[src/rtl/fsm_stim_driver.sv]
// Stimulus driver for a small clocked FSM under test: plays an LFSR stream
// or a cyclic directed pattern on `a`, watches the FSM state for a target,
// counts cycles and hits, and stops on hit or timeout.
//
// Ports:
//   clock, reset_n       rising-edge clock, async active-low reset
//   start                one-cycle pulse, starts a run from IDLE or DONE
//   reseed, stop_on_hit  sampled with start
//   mode                 0 = LFSR stream, 1 = directed pattern
//   pattern              directed bits, played LSB first, cyclic
//   state                current state of the FSM under test
//   a                    registered drive bit to the FSM
//   busy, done           run in progress / run finished
//   hit, timeout         sticky result flags of the last run
//   cycles, hits         saturating run-cycle and target-hit counters
//   history              last PAT_W driven bits, newest in bit 0
module fsm_stim_driver #(
    parameter int                LFSR_W     = 16,
    parameter logic [LFSR_W-1:0] SEED       = 16'hACE1,
    parameter logic [LFSR_W-1:0] TAPS       = 16'hB400,
    parameter int                ST_W       = 2,
    parameter logic [ST_W-1:0]   TARGET     = 2'b10,
    parameter int                MAX_CYCLES = 20,
    parameter int                PAT_W      = 8,
    parameter int                CNT_W      = 8
) (
    input  logic             clock,
    input  logic             reset_n,
    input  logic             start,
    input  logic             reseed,
    input  logic             mode,
    input  logic             stop_on_hit,
    input  logic [PAT_W-1:0] pattern,
    input  logic [ST_W-1:0]  state,
    output logic             a,
    output logic             busy,
    output logic             done,
    output logic             hit,
    output logic             timeout,
    output logic [CNT_W-1:0] cycles,
    output logic [CNT_W-1:0] hits,
    output logic [PAT_W-1:0] history
);

    localparam int IDX_W = (PAT_W > 1) ? $clog2(PAT_W) : 1;

    typedef enum logic [1:0] {
        IDLE,
        RUN,
        DONE
    } st_t;

    st_t               fsm;
    logic [LFSR_W-1:0] lfsr;
    logic [IDX_W-1:0]  idx;
    logic              soh;

    logic d;
    logic hit_now;
    logic last_cycle;

    assign d          = mode ? pattern[idx] : lfsr[0];
    assign hit_now    = (state == TARGET);
    assign last_cycle = (cycles == CNT_W'(MAX_CYCLES - 1));

    assign busy = (fsm == RUN);
    assign done = (fsm == DONE);

    always_ff @(posedge clock or negedge reset_n) begin
        if (!reset_n) begin
            fsm     <= IDLE;
            lfsr    <= SEED;
            idx     <= '0;
            soh     <= 1'b0;
            a       <= 1'b0;
            hit     <= 1'b0;
            timeout <= 1'b0;
            cycles  <= '0;
            hits    <= '0;
            history <= '0;
        end else begin
            case (fsm)
                IDLE, DONE: begin
                    if (start) begin
                        // `a` keeps its value on the start edge
                        fsm     <= RUN;
                        cycles  <= '0;
                        hits    <= '0;
                        hit     <= 1'b0;
                        timeout <= 1'b0;
                        history <= '0;
                        idx     <= '0;
                        soh     <= stop_on_hit;
                        if (reseed) lfsr <= SEED;
                    end else begin
                        a <= 1'b0;
                    end
                end
                RUN: begin
                    a       <= d;
                    history <= {history[PAT_W-2:0], d};
                    idx     <= (idx == IDX_W'(PAT_W - 1)) ? '0 : idx + 1'b1;
                    if (!mode)
                        lfsr <= (lfsr >> 1) ^ (lfsr[0] ? TAPS : '0);
                    if (!(&cycles)) cycles <= cycles + 1'b1;
                    if (hit_now) begin
                        hit <= 1'b1;
                        if (!(&hits)) hits <= hits + 1'b1;
                    end
                    // a stopping hit takes priority over the timeout
                    if (soh && hit_now) begin
                        fsm <= DONE;
                    end else if (last_cycle) begin
                        fsm     <= DONE;
                        timeout <= 1'b1;
                    end
                end
                default: fsm <= IDLE;
            endcase
        end
    end

endmodule

[config.mk]
export PLATFORM = sky130hd
export DESIGN_NAME = fsm_stim_driver
export DESIGN_NICKNAME = d
export VERILOG_FILES = /design/src/rtl/fsm_stim_driver.sv
export SDC_FILE = /design/constraint.sdc
export NUM_CORES = 1
export LEC_CHECK = 0
export ABC_AREA = 1
export CORE_AREA = 2 2 70 72
export DETAILED_ROUTE_END_ITERATION = 7
export DIE_AREA = 0 0 72 74
export GPL_ROUTABILITY_DRIVEN = 0
export PLACE_DENSITY = 0.89
export SETUP_SLACK_MARGIN = 0.3
export SLEW_MARGIN = 40
export SYNTH_ARGS = -nofsm -noshare
export SYNTH_HDL_FRONTEND = slang
export SYNTH_SLANG_ARGS = --single-unit
[constraint.sdc]
create_clock -name clock -period 3.2 [get_ports clock]
set_clock_uncertainty 0.15 [all_clocks]
set_input_delay 0.64 -clock clock [delete_from_list [all_inputs] [get_ports clock]]
set_output_delay 0.64 -clock clock [all_outputs]
set_load 0.02 [all_outputs]
After elaboration in Yosys (flattened, before gate mapping)
Index checks and enable logic that the tools add are counted.
{ "totals": {"input_bits": 16, "ramBits": 0, "latchBits": 0, "romBits": 0, "word_cells": 75, "regBits": 49, "memories": 0} }
{ "classes": {"div": 0, "reduce_logical": 15, "mux": 30, "magnitude_cmp": 1, "shift": 0, "eq_ne": 15, "add_sub_neg": 3, "bitwise": 1, "mul": 0} }
{ "ops": {"columns": ["op", "count"], "rows": [
  ["16-bit 2-to-1 mux", 4],
  ["8-bit case mux with 2 select lines", 3],
  ["8-bit 2-to-1 mux", 4],
  ["16-bit case mux with 2 select lines", 1],
  ["8-bit by 1-bit adder with 8-bit output, second input constant", 2],
  ["8-bit AND reduction", 2],
  ["15-bit by 16-bit bitwise XOR with 16-bit output", 1],
  ["2-bit != test, second input constant", 7],
  ["4-bit AND reduction", 3],
  ["8-bit by 5-bit equality test with 1-bit output, second input constant", 1],
  ["2-bit AND reduction", 4],
  ["1-bit 2-to-1 mux", 7],
  ["2-bit 2-to-1 mux", 3],
  ["3-bit 2-to-1 mux", 2],
  ["1-bit case mux with 2 select lines", 3],
  ["3-bit case mux with 2 select lines", 1],
  ["3-bit AND reduction", 2],
  ["2-bit equality test, second input constant", 2],
  ["3-bit by 4-bit less-than comparator with 1-bit output, second input constant", 1],
  ["2-bit by 1-bit != test with 1-bit output, second input constant", 2],
  ["2-bit case mux with 2 select lines", 1],
  ["3-bit by 1-bit adder with 3-bit output, second input constant", 1],
  ["1-bit binary-select mux with 3-bit select", 1],
  ["3-bit equality test, second input constant", 1],
  ["6 further kinds", 6]
]} }

Longest topological paths before layout
{ "logic_depth": {"word_depth": 4, "depth_mapped": 9, "ltp_nobuf": 8} }

Worst setup path before layout
Ideal clock, no wire load.
{ "synth_timing": {"path_type": "input port to flip-flop", "from": "in start", "to": "reg hits[6]", "required_ns": 2.923, "slack_ns": 1.538, "path_stages": 8, "arrival_ns": 1.385, "path_buffers": 1, "cell_sequence": "inv_1 nor2_1 inv_2 nand2_1 nand2_2 buf_4 nand2_1 o21ai_0"} }
{ "synth_between": {"elab_chain_len": 2} }
{ "synth_lines": {"columns": ["item", "line", "text"], "rows": [
  ["from (decl)", "29", "input logic start,"],
  ["2-bit != test (no line)", null, null],
  ["4-bit AND reduction (no line)", null, null],
  ["to (signal assigned)", "108", "if (!(&hits)) hits <= hits + 1'b1;"],
  ["to (decl)", "41", "output logic [CNT_W-1:0] hits,"]
]} }
No other way between the ends.
A chain may end at the register's enable or synchronous reset.

Worst setup path in the final report
{ "layout_timing": {"from": "reg fsm[1]", "to": "out busy"} }
{ "layout_between": {"elab_chain_len": 1} }
{ "layout_lines": {"columns": ["item", "line", "text"], "rows": [
  ["from (decl)", "53", "st_t fsm;"],
  ["from (signal assigned)", "71", "fsm <= IDLE;"],
  ["from (signal assigned)", "86", "fsm <= RUN;"],
  ["from (signal assigned)", "112", "fsm <= DONE;"],
  ["2-bit by 1-bit equality test with 1-bit output", "66", "assign busy = (fsm == RUN);"],
  ["to (decl)", "36", "output logic busy,"]
]} }
No other way between the ends.

==> run summary <==
Commonest cells after routing, fill and taps aside -> nand2_1, inv_1, clkdlybuf4s50_1, dfrtp_1, nand3_1
Syn_nets -> 329
Crit path max fanout -> 19
Root Buffer -> clkbuf_8
Leak -> 1.43 nW
Yosys cell types -> 30
Clock Sinks -> 49
Crit-path cells -> inv_1, nand2_4, inv_2, clkdlybuf4s50_1
Largest stage delay, worst path -> 0.60 ns
Final instance count without filler cells -> 408
CTS Buffer Depth -> 2
Tmin final -> 2.47 ns
WP buf/inv -> 3
Die ar. -> 5330 µm²
Count of input and output buffers -> 44
Design area -> 3020 µm²
First-pass GRT wire length -> 9200 µm
Fin. Hold Viols -> 0
Yosys reg bits -> 49
Vias in the first global route -> 2166
N_diodes -> 0
Worst setup SP type -> register
Final setup viols -> 0
VDD IR max -> 0.000385 V
WHS -> 0.182 ns
Starting density of the core -> 53.7%
Overall routing resource usage -> 22.3%
Critical path class -> register to output port
Share of layout cells above drive strength 1 -> 7.06%
Pre-antenna DRT Iters -> 4
Number of flops mapped to enable cells by yosys -> 0
Commonest non-fill, non-tap cell in the layout -> nand2_1
Wirelength per Cell -> 13.1 µm
Warnings, synthesis -> 0
Nature of the critical path endpoint -> output port
Placement Cell Area -> 2940 µm²
Inst Count DP -> 400
CTS tree -> yes
P per Cell Area -> 797 nW/µm²
CTS buffer count -> 5
Layout Utilization -> 65.6%
H-tree depth -> 2
DR iter-0 viols -> 123
Maxcap violations -> 0
Fillcell total -> 371
Worst Hold Class -> input pin to asynchronous set/reset pin
Worst-path clk slew -> 0.09 ns
WL final -> 5360 µm
Area grow syn2layout -> 22.3%
Vias -> 2135
Setup TNS -> 0 ns
Pins Over Slew Limit -> 0
Final WS setup -> 0.730 ns
I/O Pins -> 45
Average cell area after synthesis -> 8.01 µm²
CP arrival -> 1.68 ns
Slew headroom -> 58.7%
Hold buffers post-CTS -> 0
Antenna violations before repair -> 0
Nets@finish -> 374
Ys async rst share -> 100%
Skew-Pair Late Insertion Delay -> 0.31 ns
Setup Buffers After CTS -> 0
GRT overflow -> 0
Worst slack at placement -> 0.680 ns
Total power -> 2.41 mW
Critical-path top delay cell -> clkdlybuf4s50_1
Post-synth top flop -> dfrtp_1
Die height -> 74 µm
Sequential area share after synthesis -> 50.1%
Least-Margin Pin Slew -> 0.618 ns
Vias/cell -> 5.23
Row cnt -> 25
DRC -> 0
Total core area -> 4600 µm²
Fmax -> 0.405 GHz
Post-Syn Instances -> 308
Delay-heaviest family, CP -> buffers and inverters
Largest net degree at the start of global routing -> 50
Worst path required time -> 2.41 ns
Status -> completed
Cell area after synthesis -> 2470 µm²
DP HPWL -> 3720 µm
Fin crit share -> 77.2%
Post-CTS Resized -> 0
Die width -> 72 µm
Antenna viol nets, final -> 0
RSZ-0062 raised after global routing -> no
## report_power, final
group | total, mW | internal [mW] | switching [mW]
Sequential | 0.999 | 0.844 | 0.154
Clock | 0.358 | 0.152 | 0.206
Combinational | 1.05 | 0.393 | 0.657
## flip-flops by register name, summed over array words and instances, names as in the netlist
signal	flops
a	1
cycles	8
fsm	2
history	8
hit	1
hits	8
idx	3
lfsr	16
soh	1
timeout	1
## cells by family after synthesis
logic type / Yosys count / share of synthesized area (%)
adders and majority gates: 5 / 2.54
buffers and inverters: 54 / 9.08
AOI/OAI and AO/OA: 47 / 11.0
and+or+nand+nor: 150 / 26.3
xor gates and xnor gates: 3 / 1.07
DFF: 49 / 50.1
## path summary, 6_finish.rpt
check / start / slack (ns) / to / depth (start not counted)
setup / recovery: fsm[1] / 0.73 / busy / 4
hold / removal: reset_n / 0.18 / idx[0] / 1
setup reg to reg: fsm[1] / 1.15 / cycles[6] / 7
hold reg to reg: lfsr[2] / 0.34 / lfsr[2] / 2
max in group asynchronous: reset_n / 2.31 / timeout / 1
min in group clock: lfsr[2] / 0.34 / lfsr[2] / 2
## cells in the mapped netlist, types with 2 or more instances
library cell | count | share of area (%)
nand2_1 | 81 | 12
inv_1 | 44 | 6.7
dfrtp_1 | 41 | 42
nand3_1 | 39 | 7.9
nor2_1 | 20 | 3.0
o21ai_0 | 20 | 4.1
dfstp_2 | 8 | 8.5
o22ai_1 | 6 | 1.5
ha_1 | 5 | 2.5
o21ai_1 | 5 | 1.0
a21oi_1 | 4 | 0.81
a22oi_1 | 4 | 1.2
a31oi_1 | 3 | 0.76
buf_2 | 3 | 0.61
nand4_1 | 3 | 0.76
xor2_1 | 3 | 1.1
buf_4 | 2 | 0.61
inv_2 | 2 | 0.30
nand2_2 | 2 | 0.51
nand3b_1 | 2 | 0.61
o21bai_1 | 2 | 0.61
## worst reg2reg max path: cells and delay by family (launching register included)
kind                   cells  cell delay (ns)
buffers and inverters      3             0.53
AO/OA/AOI/OAI              2             0.51
flip-flops                 1             0.39
AND/OR/NAND/NOR            2             0.33
## metal layers
layer | track usage [%] | up-vias | share of wire [%]
met5 | 0 | - | 0
met4 | 10.9 | 0 | 2.0
met3 | 3.66 | 7 | 3.3
met2 | 40.6 | 39 | 52
met1 | 25.7 | 1006 | 42
li1 | - | 1083 | -
## cell type report
| type | count | area [µm²] | area share (%) |
|---|---|---|---|
| clock buffer | 6 | 72.6 | 2.40 |
| clock inverter | 2 | 10.0 | 0.332 |
| inverter | 47 | 179 | 5.93 |
| multi-input combinational | 205 | 1010 | 33.4 |
| sequential | 49 | 1240 | 41.0 |
| tap | 54 | 67.6 | 2.24 |
| timing repair buffer | 45 | 445 | 14.8 |
Note: power is estimated with default switching activity, not from simulation.
